<file path="src/rtl/nv_nvdla_sdp_nrdma_eg_ro_ctx_unpack.sv">
// nv_nvdla_sdp_nrdma_eg_ro_ctx_unpack: pops reorder contexts and frames/drains returned DMA beats (optional perf counter under NVDLA_SDP_NRDMA_EG_RO_PERF_EN)
module nv_nvdla_sdp_nrdma_eg_ro_ctx_unpack #(
  parameter int DW    = 64,
  parameter int CNT_W = 2
) (
  input  logic          nvdla_core_clk_mgated,
  input  logic          nvdla_core_rstn,
  input  logic          op_en,
  input  logic          roc_rd_pvld,
  output logic          roc_rd_prdy,
  input  logic [3:0]    roc_rd_pd,
  input  logic          dat_in_pvld,
  output logic          dat_in_prdy,
  input  logic [DW-1:0] dat_in_pd,
  output logic          dat_out_pvld,
  input  logic          dat_out_prdy,
  output logic [DW-1:0] dat_out_pd,
  output logic          dat_out_last,
  output logic          dat_out_eos,
  output logic          ctx_idle
`ifdef NVDLA_SDP_NRDMA_EG_RO_PERF_EN
  ,output logic [31:0]  perf_stall_cnt
`endif
);
  typedef enum logic {IDLE, BUSY} state_t;
  state_t state;
  logic [CNT_W-1:0] beat_cnt;
  logic ctx_drop, ctx_eos;
  logic out_free, dat_acc, last_xfer, pop;
  assign out_free    = !dat_out_pvld || dat_out_prdy;
  assign dat_in_prdy = (state == BUSY) && (ctx_drop || out_free);
  assign dat_acc     = dat_in_pvld && dat_in_prdy;
  assign last_xfer   = dat_acc && (beat_cnt == '0);
  assign roc_rd_prdy = op_en && (state == IDLE || last_xfer);
  assign pop         = roc_rd_pvld && roc_rd_prdy;
  assign ctx_idle    = (state == IDLE) && !dat_out_pvld;
  // context FSM, beat counter and the single registered output stage
  always_ff @(posedge nvdla_core_clk_mgated or negedge nvdla_core_rstn)
    if (!nvdla_core_rstn) begin
      state        <= IDLE;
      beat_cnt     <= '0;
      ctx_drop     <= 1'b0;
      ctx_eos      <= 1'b0;
      dat_out_pvld <= 1'b0;
      dat_out_pd   <= '0;
      dat_out_last <= 1'b0;
      dat_out_eos  <= 1'b0;
    end else begin
      if (pop) begin
        state    <= BUSY;
        beat_cnt <= roc_rd_pd[CNT_W-1:0];
        ctx_eos  <= roc_rd_pd[2];
        ctx_drop <= roc_rd_pd[3];
      end else begin
        if (last_xfer) state <= IDLE;
        if (dat_acc && beat_cnt != '0) beat_cnt <= beat_cnt - CNT_W'(1);
      end
      if (dat_acc && !ctx_drop) begin
        dat_out_pvld <= 1'b1;
        dat_out_pd   <= dat_in_pd;
        dat_out_last <= beat_cnt == '0;
        dat_out_eos  <= (beat_cnt == '0) && ctx_eos;
      end else if (dat_out_prdy) dat_out_pvld <= 1'b0;
    end
`ifdef NVDLA_SDP_NRDMA_EG_RO_PERF_EN
  logic op_en_d;
  // saturating downstream-stall counter, cleared when a new layer is enabled
  always_ff @(posedge nvdla_core_clk_mgated or negedge nvdla_core_rstn)
    if (!nvdla_core_rstn) begin
      op_en_d        <= 1'b0;
      perf_stall_cnt <= '0;
    end else begin
      op_en_d <= op_en;
      if (op_en && !op_en_d) perf_stall_cnt <= '0;
      else if (dat_out_pvld && !dat_out_prdy && perf_stall_cnt != '1) perf_stall_cnt <= perf_stall_cnt + 32'd1;
    end
`endif
endmodule

</file>
<file path="config.mk">
export PLATFORM = sky130hd
export DESIGN_NAME = nv_nvdla_sdp_nrdma_eg_ro_ctx_unpack
export DESIGN_NICKNAME = d
export VERILOG_FILES = /design/src/rtl/nv_nvdla_sdp_nrdma_eg_ro_ctx_unpack.sv
export SDC_FILE = /design/constraint.sdc
export NUM_CORES = 1
export LEC_CHECK = 0
export CORE_MARGIN = 4
export CORE_UTILIZATION = 42
export DETAILED_ROUTE_END_ITERATION = 6
export PLACE_DENSITY = 0.9
export SYNTH_ARGS = -nofsm -noshare
export SYNTH_HDL_FRONTEND = slang
export SYNTH_SLANG_ARGS = --single-unit
</file>
<file path="constraint.sdc">
create_clock -name nvdla_core_clk_mgated -period 4.6 [get_ports nvdla_core_clk_mgated]
set_input_delay 1.15 -clock nvdla_core_clk_mgated [delete_from_list [all_inputs] [get_ports nvdla_core_clk_mgated]]
set_output_delay 1.15 -clock nvdla_core_clk_mgated [all_outputs]
set_load 0.01 [all_outputs]
</file>
==> results.md <==
* Buffers & Inverters on Critical Path at 2
* Delay-heaviest family, CP: buffers and inverters
* Largest area contributor in the netlist: dfrtp_1
* H-tree Lvls at 3
* HP Start: dat_out_pd[22]
* Top cell type's share of synthesized area at 64.5%
* Seq cells post-synth at 72
* Initial Util at a little over two fifths
* Postcts setup bufs at 0
* Static leakage at about 1.8 nW
* First-pass GRT wire length at about 9.6 mm
* Worst setup path class: primary input to output pin
* Number of global-route vias before repair at approximately 2k
* Unrepaired setup endpoints after global routing: no
* Tightest Hold Check Type: flip-flop to flip-flop
* Final Util at 69.4%
* Met3 Usage GRT at under 10%
* Outcome: completed
* Inst Count DP at about 390
* Final wirelength at between 6 and 7 mm
* I/O pins at between 100 and 150
* Clock root cell: clkbuf_8
* Max-Cap Viols at 0
* FMAX at 263 MHz
* Post-route DRC at 0
* Vias per cell at roughly 4.7
* Mean Syn Cell Area at roughly 16 sq um
* CP startpoint kind: primary input
* Worst EP arrival at 2.66 ns
* Clk sink count at roughly 70
* Fin cells at about 400
* DIE AREA at around 8000 sq um
* # hold bufs at CTS at 0
* Met1 GRT Util at 17.5%
* Gr ovfl total at 0
* Mapped Cells at 170
* Cell row count at 29
* Clock tree buffer depth at 2
* Crit path max fanout at 3
* # setup viols final at 0
* Global Route Usage Sum at between 15 and 20%
* Detail Route Antenna Nets at 0
* Gp weighted congestion at 0.712
* Warnings, synthesis at 0
* Required @ worst endpoint at around 3.5 ns
* Post-synthesis cell type count at 21
* Critical path cell sequence: clkdlybuf4s50_1, nor3b_2, o21ai_1, and2_1, clkdlybuf4s50_1
* Fin crit share at between 80% and 90%
* DRT iter0 DRCs at 22
* CP Capture Type: output pin
* Worst r2r dst: dat_out_pd[4]
* Core region area at approximately 6400 sq um
* Worst R2R Setup Slack at roughly 2.6 ns
* Hold Fails Final Rpt at 0
* Critical Path Slowest Stage Cell: clkdlybuf4s50_1
* CTS tree: done
* CTS resizes at 0
* Count of pins over their slew limit at 0
* Chip width at ~90 microns
* Initial antenna violation count at 0
* Hold endpoint: dat_out_pd[22]
* Clk slew on worst S/H paths at about 0.080 ns
* Power Density at roughly 670 nW/um^2
* R2R depth at 4
* Multi-input gate area at ~920 sq um
* Worst VDD drop at 0.369 mV
* Worst slew margin relative to its limit at 40.8%
* WL/cell at approximately 16 microns
* Top cells by area, synth: dfrtp_1, mux2_2, mux2_1
* M2 GR Usage at 28.1%
* Largest net degree at the start of global routing at 73
* Setup tns final at 0 ns
* CTS buffer count at 9
* Syn Nets at 245
* Worst-Skew Late Latency at 0.32 ns
* P&R area growth vs syn at 59.5%
* Worst r2r src: dat_out_pvld
* Die H at 89.6 microns
* Crit-path max cell delay at between 0.4 and 0.5 ns
* Hold path depth at 1
* Vias at 1880
* Fillers at about 460
* # diodes at 0
* Register area share after synthesis at around 64%
* Drt pass-1 iters at 2
* Share of layout cells above drive strength 1 at between 20% and 30%
* Most used cell, CP: clkdlybuf4s50_1
* Hpwl dp at 4.76 mm
* Tightest Pin Transition at ~0.89 ns
* NumNets Final at slightly below 400
* IO buf count at around 140
* Cell Area, Synth at roughly 2800 sq um
* Tmin final at 3.81 ns
* Register area at approximately 1800 sq um
* Busiest grt layer: met2
* Final Skew at between 0.008 and 0.009 ns
==> synth_stat cells (all sizes together) <==
cell	instances
nor2b	3
nand2	4
o21ai	2
mux2	69
mux2i	1
nor3	2
and2	1
ha	1
xnor2	1
nor3b	1
nor2	1
nand3	1
buf	7
inv	3
or2	1
dfrtp	72
==> sequential cells by signal, indices dropped and copies added (netlist names) <==
register,cells
ctx_drop,1
dat_out_eos,1
beat_cnt,2
state,1
dat_out_pvld,1
dat_out_last,1
ctx_eos,1
dat_out_pd,64
==> through the flow <==
step	worst slack, ns	hold slack, ns	cell area [sq um]	total power [mW]
4_1_cts	0.785	0.492	4460	3.05
6_report	0.793	0.485	4460	3.00
3_5_place_dp	0.785	0.474	4270	2.58
3_3_place_gp	0.794	0.468	4270	2.51
5_1_grt	0.671	0.510	4460	3.20
2_1_floorplan	1.76	0.474	2790	1.78
==> how the worst max path moves through the flow <==
stage	start	to	slack, ns	cells past startpoint
floorplan	dat_out_prdy	roc_rd_prdy	1.76	3
global placement	dat_out_prdy	roc_rd_prdy	0.79	5
detailed placement	dat_out_prdy	roc_rd_prdy	0.78	5
CTS	dat_out_prdy	roc_rd_prdy	0.78	5
global route	dat_out_prdy	roc_rd_prdy	0.67	5
finish	dat_out_prdy	roc_rd_prdy	0.79	5
==> power by group <==
part / internal [mW] / total (mW) / switching [mW]
registers: 0.956 / 1.12 / 0.160
logic: 0.900 / 1.41 / 0.515
clock network: 0.248 / 0.468 / 0.220
total: 2.10 / 3.00 / 0.895
==> metal layers <==
layer / vias to the layer above / wire, microns
met5: - / 0
met4: 0 / 72
met3: 6 / 535
met2: 82 / 3260
met1: 901 / 2440
li1: 891 / -
==> logic make-up (layout without fill, tap and decap cells) <==
kind of cell               count (synthesis)  count (layout)  synth area share (%)
AOI/OAI and AO/OA                          2               2                 0.358
xor gates and xnor gates                   1               1                 0.314
adders and majority gates                  1               1                 0.448
buffers and inverters                     10             164                  2.69
DFF                                       72              72                  64.5
muxes                                     70              70                  28.2
and+or+nand+nor                           14              14                  3.54
==> worst register-to-register path, delay by kind of cell, from the launching register on <==
family / cells / cell delay [ns]
buffers and inverters: 1 / 0.67
DFF: 1 / 0.41
muxes: 1 / 0.45
and+or+nand+nor: 2 / 0.33
==> layout make-up <==
cell class / instances / area share (%)
sequential: 72 / 40.4
timing repair buffer: 145 / 32.4
tap: 77 / 2.16
clock buffer: 10 / 2.86
inverter: 3 / 0.253
multi-input combinational: 88 / 20.6
clock inverter: 6 / 1.35
==> layout by cell type, fill, tap and decap left out <==
master	instances
and2_1	1
buf_2	1
buf_4	2
bufinv_16	1
clkbuf_1	1
clkbuf_8	9
clkdlybuf4s50_1	142
clkinv_2	3
clkinvlp_4	2
dfrtp_1	72
ha_1	1
inv_1	3
mux2_1	18
mux2_2	51
mux2i_1	1
nand2_1	4
nand3_1	1
nor2_1	1
nor2b_1	1
nor2b_2	2
nor3_2	1
nor3_4	1
nor3b_2	1
o21ai_0	1
o21ai_1	1
or2_2	1
xnor2_1	1
Power figures use the tool's default switching activity.
